File: config.mk
export PLATFORM = sky130hd
export DESIGN_NAME = fetch_redirect_ctrl
export DESIGN_NICKNAME = d
export VERILOG_FILES = /design/src/rtl/fetch_redirect_ctrl.sv
export SDC_FILE = /design/constraint.sdc
export NUM_CORES = 1
export LEC_CHECK = 0
export BUFFER_PORTS_ARGS = -buffer_cell sky130_fd_sc_hd__buf_2
export CAP_MARGIN = 20
export CORE_MARGIN = 3
export CORE_UTILIZATION = 47
export DETAILED_ROUTE_END_ITERATION = 6
export PLACE_DENSITY = 0.78
export SYNTH_ARGS = -nofsm -noshare
export SYNTH_HDL_FRONTEND = slang
export SYNTH_SLANG_ARGS = --single-unit
File: constraint.sdc
create_clock -name clk -period 5.28 [get_ports clk]
set_input_delay 0.792 -clock clk [delete_from_list [all_inputs] [get_ports clk]]
set_output_delay 0.792 -clock clk [all_outputs]
set_load 0.02 [all_outputs]
File: src/rtl/fetch_redirect_ctrl.sv
// Next-PC sequencing for the IF stage: exception/ERET entry, branch redirect
// (held across stalls), sequential fetch and end-of-program halt detection.
module fetch_redirect_ctrl #(
    parameter logic [31:0] TEXT_START  = 32'h0000_3000,
    parameter logic [31:0] KTEXT_START = 32'h0000_4180,
    parameter int unsigned CNT_W       = 16
) (
    input  logic             clk,
    input  logic             reset,
    input  logic             stall,
    input  logic             exc_entry,
    input  logic             eret,
    input  logic [29:0]      epc,
    input  logic             br_taken,
    input  logic [31:0]      br_target,
    input  logic [31:0]      pc_cur,
    output logic [31:0]      npc,
    output logic             pc_en,
    output logic             clr_ifid,
    output logic             halted,
    output logic             redir_pending,
    output logic [CNT_W-1:0] stall_cnt
);

    typedef enum logic [1:0] {
        RUN  = 2'd0,
        PEND = 2'd1,
        HALT = 2'd2
    } state_t;

    localparam logic [31:0] HALT_PC = KTEXT_START - 32'd4;

    state_t            r_state;
    state_t            w_next;
    logic [31:0]       r_pend_tgt;
    logic [CNT_W-1:0]  r_stall_cnt;
    logic              w_cp0_evt;
    logic              w_pend_load;
    logic              w_at_halt_pc;

    assign w_cp0_evt    = exc_entry | eret;
    assign w_at_halt_pc = (pc_cur == HALT_PC);
    assign w_pend_load  = (r_state == RUN) && !w_cp0_evt && br_taken && stall;

    always_ff @(posedge clk or negedge reset) begin
        if (!reset) begin
            r_state <= RUN;
        end else begin
            r_state <= w_next;
        end
    end

    always_comb begin
        w_next = r_state;
        if (w_cp0_evt) begin
            w_next = RUN;
        end else begin
            unique case (r_state)
                RUN: begin
                    if (br_taken) begin
                        if (stall) w_next = PEND;
                    end else if (w_at_halt_pc) begin
                        w_next = HALT;
                    end
                end
                PEND:    if (!stall) w_next = RUN;
                HALT:    w_next = HALT;
                default: w_next = RUN;
            endcase
        end
    end

    // Outputs are forced to the reset image combinationally so they follow an
    // asynchronous reset assertion without waiting for a clock edge.
    always_comb begin
        npc           = pc_cur;
        pc_en         = 1'b0;
        clr_ifid      = 1'b0;
        halted        = (r_state == HALT);
        redir_pending = (r_state == PEND);
        if (!reset) begin
            npc           = TEXT_START;
            clr_ifid      = 1'b1;
            halted        = 1'b0;
            redir_pending = 1'b0;
        end else if (exc_entry) begin
            npc      = KTEXT_START;
            pc_en    = 1'b1;
            clr_ifid = 1'b1;
        end else if (eret) begin
            npc      = {epc, 2'b00};
            pc_en    = 1'b1;
            clr_ifid = 1'b1;
        end else begin
            unique case (r_state)
                RUN: begin
                    if (br_taken) begin
                        if (!stall) begin
                            npc   = br_target;
                            pc_en = 1'b1;
                        end
                    end else if (!w_at_halt_pc && !stall) begin
                        npc   = pc_cur + 32'd4;
                        pc_en = 1'b1;
                    end
                end
                PEND: begin
                    if (!stall) begin
                        npc   = r_pend_tgt;
                        pc_en = 1'b1;
                    end
                end
                default: ;
            endcase
        end
    end

    always_ff @(posedge clk or negedge reset) begin
        if (!reset) begin
            r_pend_tgt <= '0;
        end else if (w_pend_load) begin
            r_pend_tgt <= br_target;
        end
    end

    always_ff @(posedge clk or negedge reset) begin
        if (!reset) begin
            r_stall_cnt <= '0;
        end else if (!pc_en && (r_stall_cnt != '1)) begin
            r_stall_cnt <= r_stall_cnt + 1'b1;
        end
    end

    assign stall_cnt = r_stall_cnt;

endmodule

# == Word level (Yosys, flattened, before mapping) ==
# Index checks and enable logic that the tools add are counted.
# classes
addsub,2
n_reduce_logical,11
bitwise_logic,1
muxes,26
n_eq_ne,7
# ops
cell,n
$mux 32,7
$pmux 32 s2,1
$add 32x3->32 const B,1
$eq 32x15->1 const B,1
$add 16x1->16 const B,1
$ne 16x16->1 const B,1
$mux 1,11
$mux 2,5
$ne 4x4->1 const B,2
$pmux 2 s3,1
$logic_and 1x1->1,5
$logic_not 1->1,4
$ne 3x3->1 const B,1
$reduce_and 3->1,1
$eq 2x1->1 const B,1
$eq 2x2->1 const B,1
$logic_not 2->1,1
$pmux 1 s2,1
$or 1x1->1,1
# totals
inputBits,100
output_inout_bits,52
regBits,50

# == Logic depth before layout (Yosys ltp) ==
# logic_depth
depth_word,11
depth_mapped,8
ltp_nobuf,7

# == Worst setup path after synthesis ==
# Ideal clock, no wire load.
# synth_path
path_type,input to output
from,input port pc_cur[7]
to,output port npc[17]
path_buffers,1
t_arrival_ns,2.483
setup_slack_ns,2.005
cell_stages,6
required_ns,4.488
path_cell_list,buf_2 -> nand4_4 -> or3_1 -> or4_1 -> xnor2_1 -> o22ai_1
# synth_between
elab_chain_len,9
# synth_rtl
element,line_no,source
"start, declared",16,"input logic [31:0] pc_cur,"
"parallel branches: the longest is 3 deep, another holds $add 32x3->32",-,
$mux 32 (*),102,end else if (!w_at_halt_pc && !stall) begin
$mux 32 (*),97,if (br_taken) begin
$pmux 32 s2 (*),95,unique case (r_state)
$mux 32 (*),90,end else if (eret) begin
$mux 32 (*),86,end else if (exc_entry) begin
$mux 32 (*),81,if (!reset) begin
"end, declared",17,"output logic [31:0] npc,"
# Every way passes the cells marked *.

# == Worst setup path after layout ==
# layout_path
from,input port br_taken
to,output port npc[17]
# layout_between
elab_chain_len,5
# layout_rtl
element,line_no,source
"start, declared",14,"input logic br_taken,"
$mux 32,97,
$pmux 32 s2,95,
$mux 32,90,
$mux 32,86,
$mux 32,81,
# No other way between the ends.

==> flow_summary_export.csv <==
group,metric,value,unit
synthesis,synth_common_cells,"50 x dfrtp_1, 40 x a21oi_1, 38 x nor2_1",
setup_path,r2r-end,"stall_cnt[1]",
route,vias,4631,
synthesis,synth-edff-count,0,
cts,cts_tree,"yes",
synthesis,post-synth-top-count-cell,"dfrtp_1",
route,dr.pass1.iters,5,
setup_path,endpoint_kind,"primary output",
timing,clock.fmax,263,MHz
floorplan,die_x,101,um
synthesis,synth_flop_cell,"dfrtp_1",
final_layout,area_growth,21.0,%
synthesis,syn_avg_cell_area,8.49,sq um
grt,grt_usage,27.0,%
synthesis,synth_area_leaders,"dfrtp_1 29%, mux2_1 7.7%, xnor2_1 7.0%, a21oi_1 4.7%, mux2i_1 4.0%",
grt,grt_use_met3,4.89,%
setup_path,r2r_slack,2.41,ns
outcome,outcome,"completed",
timing,hold_viol_final,0,
job,maxCapViolCount,0,
setup_path,worstPathArrival,3.00,ns
setup_path,critPathLaunch,"br_taken",
grt,overflow,0,
synthesis,synth.top_cell.area_share,29.4,%
synthesis,yosysWarnings,0,
min_path,hp-start,"stall_cnt[6]",
power,seqPwrFrac,42.1,%
synthesis,ys_seq_area_share,29.4,%
grt,grt_pass1_vias,4414,
power,clkPwrFrac,26.7,%
floorplan,dieArea,10200,sq um
grt,gr-max-usage-layer,"met2",
cts,ctsRootBufferMaster,"clkbuf_8",
timing,relSlewSlack,37.8,%
min_path,hold_depth,1,
placement,dp_hpwl,10300,um
power,irDropWorstVdd,220,uV
timing,fin_setup_tns,0,ns
power,switching_share,34.4,%
final_layout,nNetsFinal,727,
setup_path,critPathKind,"in -> out",
power,combPwrFrac,31.2,%
cts,numCtsBuffers,5,
power,switching_power,0.000430,W
synthesis,ys_ff_latch,50,
floorplan,fp.dieH,101,um
route,wire_per_inst,19.1,um
cts,h-tree-depth,2,
cts,clk_latency,0.32,ns
floorplan,initial_core_util,48.6,%
timing,worst_slew_pin_slew,0.932,ns
cts,cts_num_sinks,50,
synthesis,yosys.area.top_type,"dfrtp_1",
route,routed_via_density,6.31,
power,power_density,242,nW/um^2
floorplan,io_pins,152,
route,drt_iter0_drc,343,
setup_path,reg2regPathDepth,7,
synthesis,async_flop_share,100,%
timing,skew,0.0121,ns
final_layout,drive_gt1_share,28.9,%
cts,path_clk_slew,0.09,ns
synthesis,synth_fp_nets,604,
route,wl,14000,um
grt,grt_pass1_wl,22200,um
synthesis,synth_cell_types,63,
final_layout,fin_util,58.8,%
grt,grtUsageMet2,45.4,%
cts,post_cts_buffers,0,
setup_path,required,4.49,ns
synthesis,syn_area,4260,sq um
final_layout,antenna_cells,0,
grt,grt_max_degree,61,
cts,clk_path_buf_depth,2,
min_path,min_to,"stall_cnt[6]",
synthesis,synth_cells,502,
power,p_leak,2.33,nW
timing,rsz0062_at_grt,"no",
power,p_int,0.000820,W
placement,finalWeightedCongestion,0.934,
setup_path,path_max_fanout,47,
route,drtAntennaViolNets,0,
cts,cts_hold_buffers,0,
placement,port_buffers,151,
grt,met1_usage,34.7,%
min_path,hold_path_class,"reg -> reg",
cts,cts_resized,0,
setup_path,cp-start-kind,"input pin",
timing,setup_viol,0,
setup_path,r2r_start,"r_state[1]",
route,drc,0,
timing,finalCriticalPeriod,3.80,ns
timing,final.period_utilization,71.9,%
grt,antenna_found_initial,0,
floorplan,rows,34,
timing,final_max_slew_viol_count,0,
floorplan,core-area,8760,sq um
==> sequential cells by signal, summed over array words and instances, names as in the netlist <==
register    count
r_pend_tgt     32
r_state         2
stall_cnt      16
==> final cells by class <==
type	instances	area, sq um
clock inverters	3	68.8
flip-flops and latches	50	1250
clock buffers	5	68.8
fillers	791	3610
multi-input cells	398	2780
inverters	13	48.8
repair buffers	157	801
well taps	108	135
==> cell families (layout without fill, tap and decap cells) <==
family	Yosys count	count (layout)	synth area share (%)
AO/OA/AOI/OAI	148	148	23.4
XOR/XNOR	38	38	7.81
adder cells (fa/ha/maj)	2	2	0.587
buffers and inverters	54	178	5.32
flip-flops	50	50	29.4
multiplexers	51	51	13.0
AND/OR/NAND/NOR	159	159	20.6
==> placed cells by master (no fill, tap or decap), types with 3 or more instances in the layout <==
cell / netlist / routed
buf_2: 12 / 151
dfrtp_1: 50 / 50
a21oi_1: 40 / 40
nor2_1: 38 / 38
nand2_1: 34 / 34
xnor2_1: 34 / 34
o21ai_0: 33 / 33
mux2_1: 29 / 29
nand3_1: 17 / 17
mux2i_1: 17 / 17
a221o_1: 16 / 16
a221oi_1: 14 / 14
nand4_1: 12 / 12
inv_1: 11 / 11
nor4_1: 10 / 10
o221ai_1: 8 / 8
and3_1: 7 / 7
nor3_1: 6 / 6
o211ai_1: 6 / 6
buf_4: 0 / 6
a31oi_1: 5 / 5
or3_1: 5 / 5
mux2_2: 5 / 5
clkbuf_8: 0 / 5
o21ai_1: 4 / 4
a211oi_1: 4 / 4
xor2_1: 4 / 4
or4_1: 3 / 3
nand2b_1: 3 / 3
and4_1: 3 / 3
a22oi_1: 3 / 3
nor3b_1: 3 / 3
==> power groups by stage <==
| stage | Sequential [W] | Combinational, W | Clock, W |
|---|---|---|---|
| after global placement | 0.000525 | 0.000376 | 0 |
| after floorplan | 0.000550 | 0.000214 | 0 |
| after global routing | 0.000538 | 0.000430 | 0.000353 |
| after detailed placement | 0.000531 | 0.000391 | 0 |
| final | 0.000526 | 0.000390 | 0.000333 |
| after CTS | 0.000524 | 0.000391 | 0.000340 |
==> worst max-delay path: stages <==
cell and delay [ns]:
buf_2 0.61, nand2_1 0.19, nor2_1 0.68, a221o_1 0.27, a21oi_1 0.05, o22ai_1 0.19
buf_2 0.20
==> worst max-delay path by stage <==
stage | endpoint | slack (ns) | depth (start not counted)
floorplan | npc[17] | 2.00 | 6
global placement | npc[17] | 1.62 | 7
detailed placement | npc[17] | 1.53 | 7
CTS | npc[17] | 1.56 | 7
global route | npc[17] | 1.34 | 7
finish | npc[17] | 1.48 | 7
==> layer usage <==
layer | up-vias | share of wire [%]
met3 | 31 | 9.9
met1 | 2201 | 40
met2 | 258 | 48
met4 | 0 | 2.1
li1 | 2141 | -
met5 | - | 0
==> metrics by stage <==
| stage | setup slack [ns] | cells | total power (W) | instance area [sq um] | hold WS [ns] |
|---|---|---|---|---|---|
| finish | 1.48 | 734 | 0.00125 | 5160 | 0.503 |
| global route | 1.34 | 734 | 0.00132 | 5160 | 0.520 |
| CTS | 1.56 | 734 | 0.00125 | 5160 | 0.504 |
| detailed placement | 1.53 | 726 | 0.000922 | 5020 | 0.482 |
| global placement | 1.62 | 726 | 0.000902 | 5020 | 0.467 |
| floorplan | 2.00 | 502 | 0.000764 | 4260 | 0.450 |
Power figures use the tool's default switching activity.
